$ cat config.mk
export PLATFORM = sky130hd
export DESIGN_NAME = oven_timer_flat
export DESIGN_NICKNAME = d
export VERILOG_FILES = /design/src/rtl/oven_timer_if.sv /design/src/rtl/oven_timer.sv /design/src/flat_wrapper.sv
export SDC_FILE = /design/constraint.sdc
export NUM_CORES = 1
export LEC_CHECK = 0
export ABC_AREA = 0
export CORE_ASPECT_RATIO = 1.4
export CORE_MARGIN = 10
export CORE_UTILIZATION = 54
export DETAILED_ROUTE_END_ITERATION = 6
export PLACE_DENSITY = 0.8
export SYNTH_ARGS = -nofsm -noshare
export SYNTH_HDL_FRONTEND = slang
export SYNTH_SLANG_ARGS = --single-unit
$ cat constraint.sdc
create_clock -name clk -period 3.4 [get_ports clk]
set_input_delay 0.68 -clock clk [delete_from_list [all_inputs] [get_ports clk]]
set_output_delay 0.68 -clock clk [all_outputs]
set_load 0.005 [all_outputs]
$ cat src/rtl/oven_timer_if.sv
// Keypad, magnetron-enable and time/done signals between oven control and the countdown timer.
// No latency of its own; it only bundles wires.
// No backpressure: every signal is a level or a one-cycle strobe.
interface oven_timer_if;
  logic       key_valid;
  logic [3:0] key_digit;
  logic       key_clear;
  logic       key_add_min;
  logic       mag_on;
  logic [3:0] min_tens;
  logic [3:0] min_ones;
  logic [3:0] sec_tens;
  logic [3:0] sec_ones;
  logic       timer_done;

  // Control side: drives keys and magnetron enable, observes the time.
  modport master (
    output key_valid, key_digit, key_clear, key_add_min, mag_on,
    input  min_tens, min_ones, sec_tens, sec_ones, timer_done
  );

  // Timer side: consumes keys and magnetron enable, presents the time.
  modport slave (
    input  key_valid, key_digit, key_clear, key_add_min, mag_on,
    output min_tens, min_ones, sec_tens, sec_ones, timer_done
  );
endinterface

$ cat src/rtl/oven_timer.sv
// BCD mm:ss countdown timer with keypad entry; counts down one second per TICK_DIV cycles while mag_on.
// Entry/clear/add land on the qualifying edge; timer_done is registered alongside the digits.
// No backpressure: keys are strobes, ignored (except +1 min) while the magnetron runs.
// Optional "+1 minute" key is built only when TIMER_ADD_MIN_EN is defined.
module oven_timer #(
  parameter int TICK_DIV = 100
) (
  input  logic       clk,
  input  logic       clrn,
  oven_timer_if.slave tif
);

  localparam int             PW       = $clog2(TICK_DIV);
  localparam logic [PW-1:0]  PSC_LAST = PW'(TICK_DIV - 1);

  // Time packed as {min_tens, min_ones, sec_tens, sec_ones}.
  logic [15:0]   time_q, time_n;
  logic [PW-1:0] psc_q, psc_n;
  logic          done_q;

  logic          time_zero;
  logic          digit_ok;
  logic          at_tick;
  logic          add_ok;
  logic [15:0]   time_add;

  // One second off a nonzero BCD time; seconds tens borrows to 5 so mm:ss stays sane.
  function automatic logic [15:0] bcd_dec(input logic [15:0] t);
    logic [3:0] mt, mo, st, so;
    {mt, mo, st, so} = t;
    if (so != 4'd0) begin
      so = so - 4'd1;
    end else begin
      so = 4'd9;
      if (st != 4'd0) begin
        st = st - 4'd1;
      end else begin
        st = 4'd5;
        if (mo != 4'd0) begin
          mo = mo - 4'd1;
        end else begin
          mo = 4'd9;
          mt = mt - 4'd1;
        end
      end
    end
    return {mt, mo, st, so};
  endfunction

  assign time_zero = (time_q == 16'h0000);
  assign digit_ok  = tif.key_valid && (tif.key_digit <= 4'd9);
  assign at_tick   = (psc_q == PSC_LAST);

`ifdef TIMER_ADD_MIN_EN
  // +1 minute with carry into min_tens; 99 minutes saturates by suppressing the add.
  always_comb begin
    add_ok   = tif.key_add_min && !(time_q[15:12] == 4'd9 && time_q[11:8] == 4'd9);
    time_add = time_q;
    if (time_q[11:8] == 4'd9) begin
      time_add[11:8]  = 4'd0;
      time_add[15:12] = time_q[15:12] + 4'd1;
    end else begin
      time_add[11:8]  = time_q[11:8] + 4'd1;
    end
  end
`else
  logic unused_add_min;
  assign unused_add_min = tif.key_add_min;
  assign add_ok         = 1'b0;
  assign time_add       = time_q;
`endif

  // Next time and prescaler: keys only while stopped, countdown only while running.
  always_comb begin
    time_n = time_q;
    psc_n  = psc_q;
    if (!tif.mag_on) begin
      if (tif.key_clear) begin
        time_n = 16'h0000;
        psc_n  = '0;
      end else if (digit_ok) begin
        time_n = {time_q[11:0], tif.key_digit};
        psc_n  = '0;
      end else if (add_ok) begin
        time_n = time_add;
      end
    end else if (time_zero) begin
      // Expired: prescaler parked at 0, time floors at 00:00.
      psc_n = '0;
      if (add_ok) time_n = time_add;
    end else if (at_tick) begin
      // An add on a tick wins; the prescaler holds so the decrement lands next cycle.
      if (add_ok) begin
        time_n = time_add;
      end else begin
        time_n = bcd_dec(time_q);
        psc_n  = '0;
      end
    end else begin
      psc_n = psc_q + PW'(1);
      if (add_ok) time_n = time_add;
    end
  end

  // State registers; done tracks the value being written so it never lags the digits.
  always_ff @(posedge clk or negedge clrn) begin
    if (!clrn) begin
      time_q <= 16'h0000;
      psc_q  <= '0;
      done_q <= 1'b1;
    end else begin
      time_q <= time_n;
      psc_q  <= psc_n;
      done_q <= (time_n == 16'h0000);
    end
  end

  assign tif.min_tens   = time_q[15:12];
  assign tif.min_ones   = time_q[11:8];
  assign tif.sec_tens   = time_q[7:4];
  assign tif.sec_ones   = time_q[3:0];
  assign tif.timer_done = done_q;

endmodule

$ cat src/flat_wrapper.sv
// flat-port wrapper written by rule: the top's interface ports become plain ports
module oven_timer_flat 
#(
  parameter int TICK_DIV = 100
)
  (clk, clrn, tif_key_valid, tif_key_digit, tif_key_clear, tif_key_add_min, tif_mag_on, tif_min_tens, tif_min_ones, tif_sec_tens, tif_sec_ones, tif_timer_done);
  oven_timer_if tif_i ();
  input  logic clk;
  input  logic clrn;
  input wire logic [$bits(tif_i.key_valid)-1:0] tif_key_valid;
  input wire logic [$bits(tif_i.key_digit)-1:0] tif_key_digit;
  input wire logic [$bits(tif_i.key_clear)-1:0] tif_key_clear;
  input wire logic [$bits(tif_i.key_add_min)-1:0] tif_key_add_min;
  input wire logic [$bits(tif_i.mag_on)-1:0] tif_mag_on;
  output wire logic [$bits(tif_i.min_tens)-1:0] tif_min_tens;
  output wire logic [$bits(tif_i.min_ones)-1:0] tif_min_ones;
  output wire logic [$bits(tif_i.sec_tens)-1:0] tif_sec_tens;
  output wire logic [$bits(tif_i.sec_ones)-1:0] tif_sec_ones;
  output wire logic [$bits(tif_i.timer_done)-1:0] tif_timer_done;
  assign tif_i.key_valid = tif_key_valid;
  assign tif_i.key_digit = tif_key_digit;
  assign tif_i.key_clear = tif_key_clear;
  assign tif_i.key_add_min = tif_key_add_min;
  assign tif_i.mag_on = tif_mag_on;
  assign tif_min_tens = tif_i.min_tens;
  assign tif_min_ones = tif_i.min_ones;
  assign tif_sec_tens = tif_i.sec_tens;
  assign tif_sec_ones = tif_i.sec_ones;
  assign tif_timer_done = tif_i.timer_done;
  oven_timer #(.TICK_DIV(TICK_DIV)) u_core (.clk(clk), .clrn(clrn), .tif(tif_i));
endmodule
==> results list, run 1 <==
* Buffer cell driving the clock tree root: clkbuf_8
* Number of warnings reported in the yosys synthesis log: 0
- Cells with a size suffix above 1 make up 14.35% of the layout.
- The floorplan step defined a die boundary enclosing 6058 um^2.
- Area overhead of the layout relative to synthesis: 21.21%
* Number of antenna violations at the first check in global routing: 0
- After detailed routing, the total wire length is about 5400 um.
- Startpoint type of the worst setup path: flip-flop
- Buffers added to address setup during post-CTS repair amount to 0.
- The tightest min-delay check is of the flip-flop to flip-flop type.
* Clock Tree Buf Depth: 2
* Top cell by count, worst path: or4_4
- Height of the die: 88.18 um
- Clock-pin slew was measured on the worst setup and hold paths at approximately 0.09 ns.
* Critical path endpoint category: flip-flop
* Gate count after technology mapping: 208
- STA puts the critical path data required time at 3.58 ns.
- In this run the static leakage power is 0.9127 nW.
- Final number of hold-violating endpoints: 0
- Main flop type after synthesis: dfrtp_1
- Half-perimeter wire length after detailed placement: roughly 4100 um
- Count of nets after finishing: about 250
* Post-cts gate resize count: 0
- Mean cell area of the mapped netlist: 8.620 um^2
- Fillers: 268
- CTS tree: yes
- Top cells by area, synth: dfrtp_1, o21ai_0, mux2i_1
* Worst reg-to-reg setup slack: 0.33 ns
- Power, Total: 0.6690 mW
- Worst slew pin tran: 0.4898 ns
- Counting the buffers created by CTS gives 3.
* CP cell instances: or4_4 -> or4_4 -> nor3_1 -> o221ai_1 -> or4b_2 -> nor4_2
- Dividing the detail-routed via count by the number of cells gives 6.851.
- For this block, the initial DRC count from the detailed router was ~180.
- Routability congestion estimate: between 0.9 and 1
- Number of global-route vias before repair: 1898
* Summed negative setup slack over all endpoints: 0 ns
* Syn Nets: between 200 and 250
- After global routing the overflow that remains totals 0.
* Effective utilization at floorplan: 56.87%
- For this block, the via count after detailed routing is approximately 1900.
* Total routing usage reported by global routing: between 10% and 20%
- Max cap viols: 0
- Flop and latch count out of synthesis: 24
* Run status: complete, no violations
* Final routed wire length divided by cell count: 19.45 um
* Share of synthesized flip-flops with an asynchronous set or reset: between 90% and 100%
- Post-synthesis sequential area ratio: 33.57%
* Data arrival time of the critical path: 3.24 ns
* Hold-fix buffer count after cts: 0
* Max incr delay on CP: 0.68 ns
- Number of distinct library cells after synthesis: between 60 and 70
* Number of placed I/O pins: 27
- First-pass iteration count of the detailed router: 4
- Derived from the worst setup path, the maximum achievable clock frequency is ~330 MHz.
* Category of the critical setup timing path: flip-flop to flip-flop
- For this design the ratio of total power to cell area is 307.8 nW/um^2.
- The clock arrives with 0.005803 ns of skew.
* Final Util: 68.93%
* Worst-skew pair later-pin latency: about 0.27 ns
- The count of nets left with antenna violations once routing finished came out at 0.
* Area share of the leading cell type in the synthesized netlist: between 30% and 40%
- The mapped netlist covers 1793 um^2.
- In this run the worst path has a maximum fanout of 13.
- Maximum number of pins on one net before global-route repair: 25
- Worst hold margin: 0.5193 ns
- Number of pins with negative max-slew slack in the final report: 0
* Max H-tree Level: 1
* Largest area contributor in the synthesized netlist: dfrtp_1
* Min cycle time layout: around 3.1 ns
* Worst-case vdd ir drop: 0.0002454 V
- After floorplanning, the core was divided into 24 placement rows.
- Headroom to the max-slew limit came out at 67.05%.
* DRC violation count after routing: 0
- Clock Sinks: 24
- Number of flops mapped to enable cells by yosys: 0
- Port Buffers: 25
- Core Footprint: around 3200 um^2
* X dimension of the die: 68.70 um
- Setup violations remaining at the end of the flow were counted as 0.
- The largest individual stage delay along the critical path comes from the cell or4b_2.
- The number of antenna diodes in the final layout is 0.
* Setup repair after global routing missed its margin: no
* Fin crit share: ~90%
* First-pass GRT wire length: 9066 um
==> metal layers <==
metal / wire, um / share of wire, % / track usage [%] / vias up
met4: 255 / 4.8 / 10.25 / 0
met3: 373 / 6.9 / 2.430 / 28
met5: 0 / 0 / 0 / -
li1: - / - / - / 852
met1: 1996 / 37 / 22.33 / 910
met2: 2744 / 51 / 31.03 / 101
==> path summary, 6_finish.rpt <==
path | from | to | cells past startpoint
worst min register to register | u_core.psc_q[6] | u_core.psc_q[6] | 1
worst max-delay path | u_core.time_add[4] | u_core.tif.timer_done | 6
worst max register to register | u_core.time_add[4] | u_core.tif.timer_done | 6
max in group asynchronous | clrn | u_core.tif.timer_done | 2
min in group asynchronous | clrn | u_core.time_add[7] | 2
worst min-delay path | u_core.psc_q[6] | u_core.psc_q[6] | 1
==> state kept, by name, indices dropped and copies added (netlist names) <==
register               flops
u_core.tif.timer_done      1
u_core.psc_q               7
u_core.time_add           16
==> final cells by class <==
class,count,area (um^2),share of cell area (%)
clock buffer,4,45.04,2.073
tap,39,48.80,2.245
timing repair buffer,37,340.3,15.66
inverter,9,33.78,1.554
sequential,24,601.8,27.69
multi-input combinational,163,1104,50.78
==> metrics by stage <==
step / cells / setup slack (ns) / cell area (um^2)
after floorplan: 208 / 0.4964 / 1793
after global placement: 272 / 0.3592 / 2128
after detailed placement: 272 / 0.1762 / 2128
after CTS: 276 / 0.3587 / 2173
after global routing: 276 / 0.2807 / 2173
final: 276 / 0.3350 / 2173
==> cells in the final DEF, fill, tap and decap left out, types with 4 or more instances in the layout <==
cell type and count:
inv_1 9, nand2_1 14, buf_4 12, a21oi_1 9, mux2i_1 7, nor2_1 15, clkdlybuf4s50_1 25, nor4_1 6
nand3_1 7, nand4_1 4, o21ai_0 21, nor3_1 6, dfrtp_1 23
==> Yosys cell counts, drive strengths merged (3+ instances only) <==
library cell  number
nor2              15
inv                9
nand2             14
nand3              7
buf                3
or2                3
nand2b             3
nor4               7
or3                3
o31ai              3
mux2i              7
o21ai             21
a21oi              9
clkbuf             9
nand3b             3
and2               3
ha                 3
o211ai             3
dfrtp             23
a221o              3
nor3               7
or4                7
nand4              4
nor2b              3
==> cells by family after synthesis <==
group / synth area share [%]
AOI/OAI and AO/OA: 24.01
muxes: 5.164
buffers and inverters: 4.884
xor gates and xnor gates: 0.4886
and+or+nand+nor: 29.80
DFF: 33.57
adders and majority gates: 2.094
==> worst max-delay path: cells and delay by family, from the launching register on <==
kind	cells	cell delay (ns)
AOI/OAI and AO/OA	1	0.20
DFF	1	0.46
and+or+nand+nor	5	2.32
==> power breakdown <==
| part | internal (mW) | switching [mW] |
|---|---|---|
| Sequential | 0.303 | 0.0214 |
| Clock | 0.0840 | 0.0945 |
| Combinational | 0.0782 | 0.0877 |
| Total | 0.465 | 0.204 |
Note: power is estimated with default switching activity, not from simulation.
==> run 2: changes to the inputs <==
--- a/config.mk
+++ b/config.mk
@@ -7,7 +7,6 @@
 export LEC_CHECK = 0
 export ABC_AREA = 0
 export CORE_ASPECT_RATIO = 1.4
-export CORE_MARGIN = 10
 export CORE_UTILIZATION = 54
 export DETAILED_ROUTE_END_ITERATION = 6
 export PLACE_DENSITY = 0.8
==> results list, run 2 (synthesized netlist as in run 1, its figures left out) <==
* Category of the critical setup timing path: flip-flop to flip-flop (unchanged)
* Crit Path Max Fanout: 13 (unchanged)
* Number of antenna violations at the first check in global routing: 0 (unchanged)
- Max cap viols: 0 (unchanged)
- The arrival time of data at the critical path endpoint came to 3.25 ns (was 3.24 ns).
* Number of pins with negative max-slew slack in the final report: 0 (unchanged)
* Antenna viol nets, final: 0 (unchanged)
- The source of the worst register-to-register timing path is u_core.time_add[5] (was u_core.time_add[4]).
- The beginning of the critical path is u_core.time_add[5] (was u_core.time_add[4]).
- The routed wire length per instance is 18.66 um (was 19.45 um).
- The part of the cycle the worst path needs came to 90.13% (was 90.15%).
- The share of power burned in combinational logic is 23.7% (was 24.8%).
* Worst-case vdd ir drop: 0.0002814 V (was 0.0002454 V)
* Relative max-transition margin: 61.78% (was 67.05%)
- The count of antenna diodes in the layout is 0 (unchanged).
- Run status: complete, no violations (unchanged).
- Setup repair after global routing missed its margin: no (unchanged)
* Leading cell types in the layout, fill and taps excluded: clkdlybuf4s50_1, dfrtp_1, o21ai_0 (unchanged)
- Final number of hold-violating endpoints: 0 (unchanged)
- Num CTS Buffers: 3 (unchanged)
* Part of the power in the clock network: 28.9% (was 26.7%)
- Routability congestion estimate: 0.9779 (was 0.9572)
* Final setup fails: 0 (unchanged)
* Flop pwr share: 47.4% (was 48.5%)
* Most frequent standard cell in the layout excluding fill and tap cells: clkdlybuf4s50_1 (unchanged)
- The time the final worst path needs with I/O delays and setup came to 3.064 ns (was 3.065 ns).
- Register-to-Register Path Depth: 6 (unchanged)
- The filler cell count is 259 (was 268).
- The number of top-level pins is 27 (unchanged).
* Layout cells sized above 1: 14.04% (was 14.35%)
* Clock Sinks: 24 (unchanged)
- Number of stages on the worst hold path: 1 (unchanged)
* Core Footprint: 3153 um^2 (unchanged)
- The number of DRC markers after the initial detailed-route iteration was 100 (was 182).
- The number of buffers inserted by post-CTS setup repair came to 0 (unchanged).
- The via count of the first global-routing pass was 1790 (was 1898).
- Int Power: 0.4833 mW (was 0.4653 mW)
- The kind of start point of the critical path is a flip-flop (unchanged).
* Startpoint of the worst hold path: u_core.psc_q[6] (unchanged)
- The DRC violation count after routing is 0 (unchanged).
- Total routing usage reported by global routing: 31.42% (was 18.70%)
- The required time of the worst setup path was 3.59 ns (was 3.58 ns).
- The clock-pin transition on the worst setup and hold timing paths was 0.09 ns (about the same).
- Area overhead of the layout relative to synthesis: 20.94% (was 21.21%)
* Worst slew pin tran: 0.5681 ns (was 0.4898 ns)
- The total power per unit cell area is 316.9 nW/um^2 (was 307.8 nW/um^2).
- Effective utilization at floorplan: 56.87% (unchanged)
- Height of the die: 70.18 um (was 88.18 um)
* Critical path endpoint category: flip-flop (unchanged)
- Count of nets after finishing: 249 (was 251)
- Switching pwr: 0.2039 mW (was 0.2036 mW)
- Maximum number of pins on one net before global-route repair: 25 (unchanged)
- The post-layout worst setup margin came to 0.3356 ns (was 0.3350 ns).
- Worst-skew pair later-pin latency: 0.27 ns (about the same)
- The post-cts hold buffer count was 0 (unchanged).
- Half-perimeter wire length after detailed placement: 3711 um (was 4065 um)
- Setup clock skew after layout: 0.004203 ns (was 0.005803 ns)
* First-pass GRT wire length: 8473 um (was 9066 um)
- Number of flip-flops under the largest register name: 16 (unchanged)
- Port Buffers: 25 (unchanged)
- Vias per std cell: 6.697 (was 6.851)
- Max H-tree Level: 1 (unchanged)
- CTS tree: yes (unchanged)
- Power, Total: 0.6872 mW (was 0.6690 mW)
- Path category of the worst min-delay check: flip-flop to flip-flop (unchanged)
- Summed negative setup slack over all endpoints: 0 ns (unchanged)
- X dimension of the die: 50.70 um (was 68.70 um)
- Highest achievable clock rate: 326.3 MHz (about the same)
- The total leakage power came to 0.9090 nW (was 0.9127 nW).
- The deepest clock path buffer count was 2 (unchanged).
* First-pass iteration count of the detailed router: 5 (was 4)
* Worst-case setup slack after placement: 0.3452 ns (was 0.1762 ns)
- The overflow left after global routing came to 0 (unchanged).
- Standard-cell rows: 24 (unchanged)
- Fraction of power spent switching nets: 29.68% (was 30.44%)
- The die outline area came to 3558 um^2 (was 6058 um^2).
- The clock tree root buffer cell was clkbuf_8 (unchanged).
- Final WL: 5114 um (was 5368 um)
* Post-cts gate resize count: 0 (unchanged)
* Via count: 1835 (was 1891)
[run 2: metal layers]
layer  global-route usage, %  up-vias  part of all wire (%)
met3                   3.050       20                   6.0
li1                        -      850                     -
met2                   56.30       88                    52
met4                   14.51        0                   3.4
met1                   36.45      877                    38
met5                       0        -                     0
[run 2: metrics by stage]
| step | utilization, % | area (um^2) | instances | hold WS (ns) |
|---|---|---|---|---|
| 3_3_place_gp | 67.02 | 2113 | 270 | 0.4958 |
| 2_1_floorplan | - | 1793 | 208 | 0.3844 |
| 3_5_place_dp | 67.02 | 2113 | 270 | 0.4955 |
| 4_1_cts | 68.77 | 2168 | 274 | 0.5130 |
| 5_1_grt | 68.77 | 2168 | 274 | 0.5377 |
| 6_report | 68.77 | 2168 | 274 | 0.5158 |
[run 2: layout make-up]
cell class / count / area [um^2] / share of cell area (%)
Multi-Input combinational cell: 163 / 1104 / 50.89
Sequential cell: 24 / 601.8 / 27.76
Timing Repair Buffer: 35 / 325.3 / 15.00
Clock buffer: 4 / 55.05 / 2.539
Tap cell: 39 / 48.80 / 2.250
Inverter: 9 / 33.78 / 1.558
[run 2: path summary, 6_finish.rpt]
| path | endpoint | slack (ns) |
|---|---|---|
| worst max-delay path | u_core.tif.timer_done | 0.34 |
| worst min-delay path | u_core.psc_q[6] | 0.52 |
| worst max register to register | u_core.tif.timer_done | 0.34 |
| worst min register to register | u_core.psc_q[6] | 0.52 |
| max in group asynchronous | u_core.tif.timer_done | 2.36 |
| min in group asynchronous | u_core.time_add[11] | 0.76 |
[run 2: power by group through the flow]
| stage | Combinational, mW | Sequential (mW) | Clock (mW) |
|---|---|---|---|
| after floorplan | 0.0946 | 0.325 | 0 |
| after global placement | 0.155 | 0.329 | 0 |
| after detailed placement | 0.159 | 0.331 | 0 |
| after CTS | 0.161 | 0.325 | 0.199 |
| after global routing | 0.178 | 0.329 | 0.205 |
| final | 0.163 | 0.326 | 0.199 |
[run 2: critical path, stage by stage, from the launching register on]
cell and delay [ns]:
dfrtp_1 0.47, or4_4 0.59, or4_4 0.64, o311ai_4 0.32
o211ai_2 0.15, or4_4 0.55, nor4_2 0.26
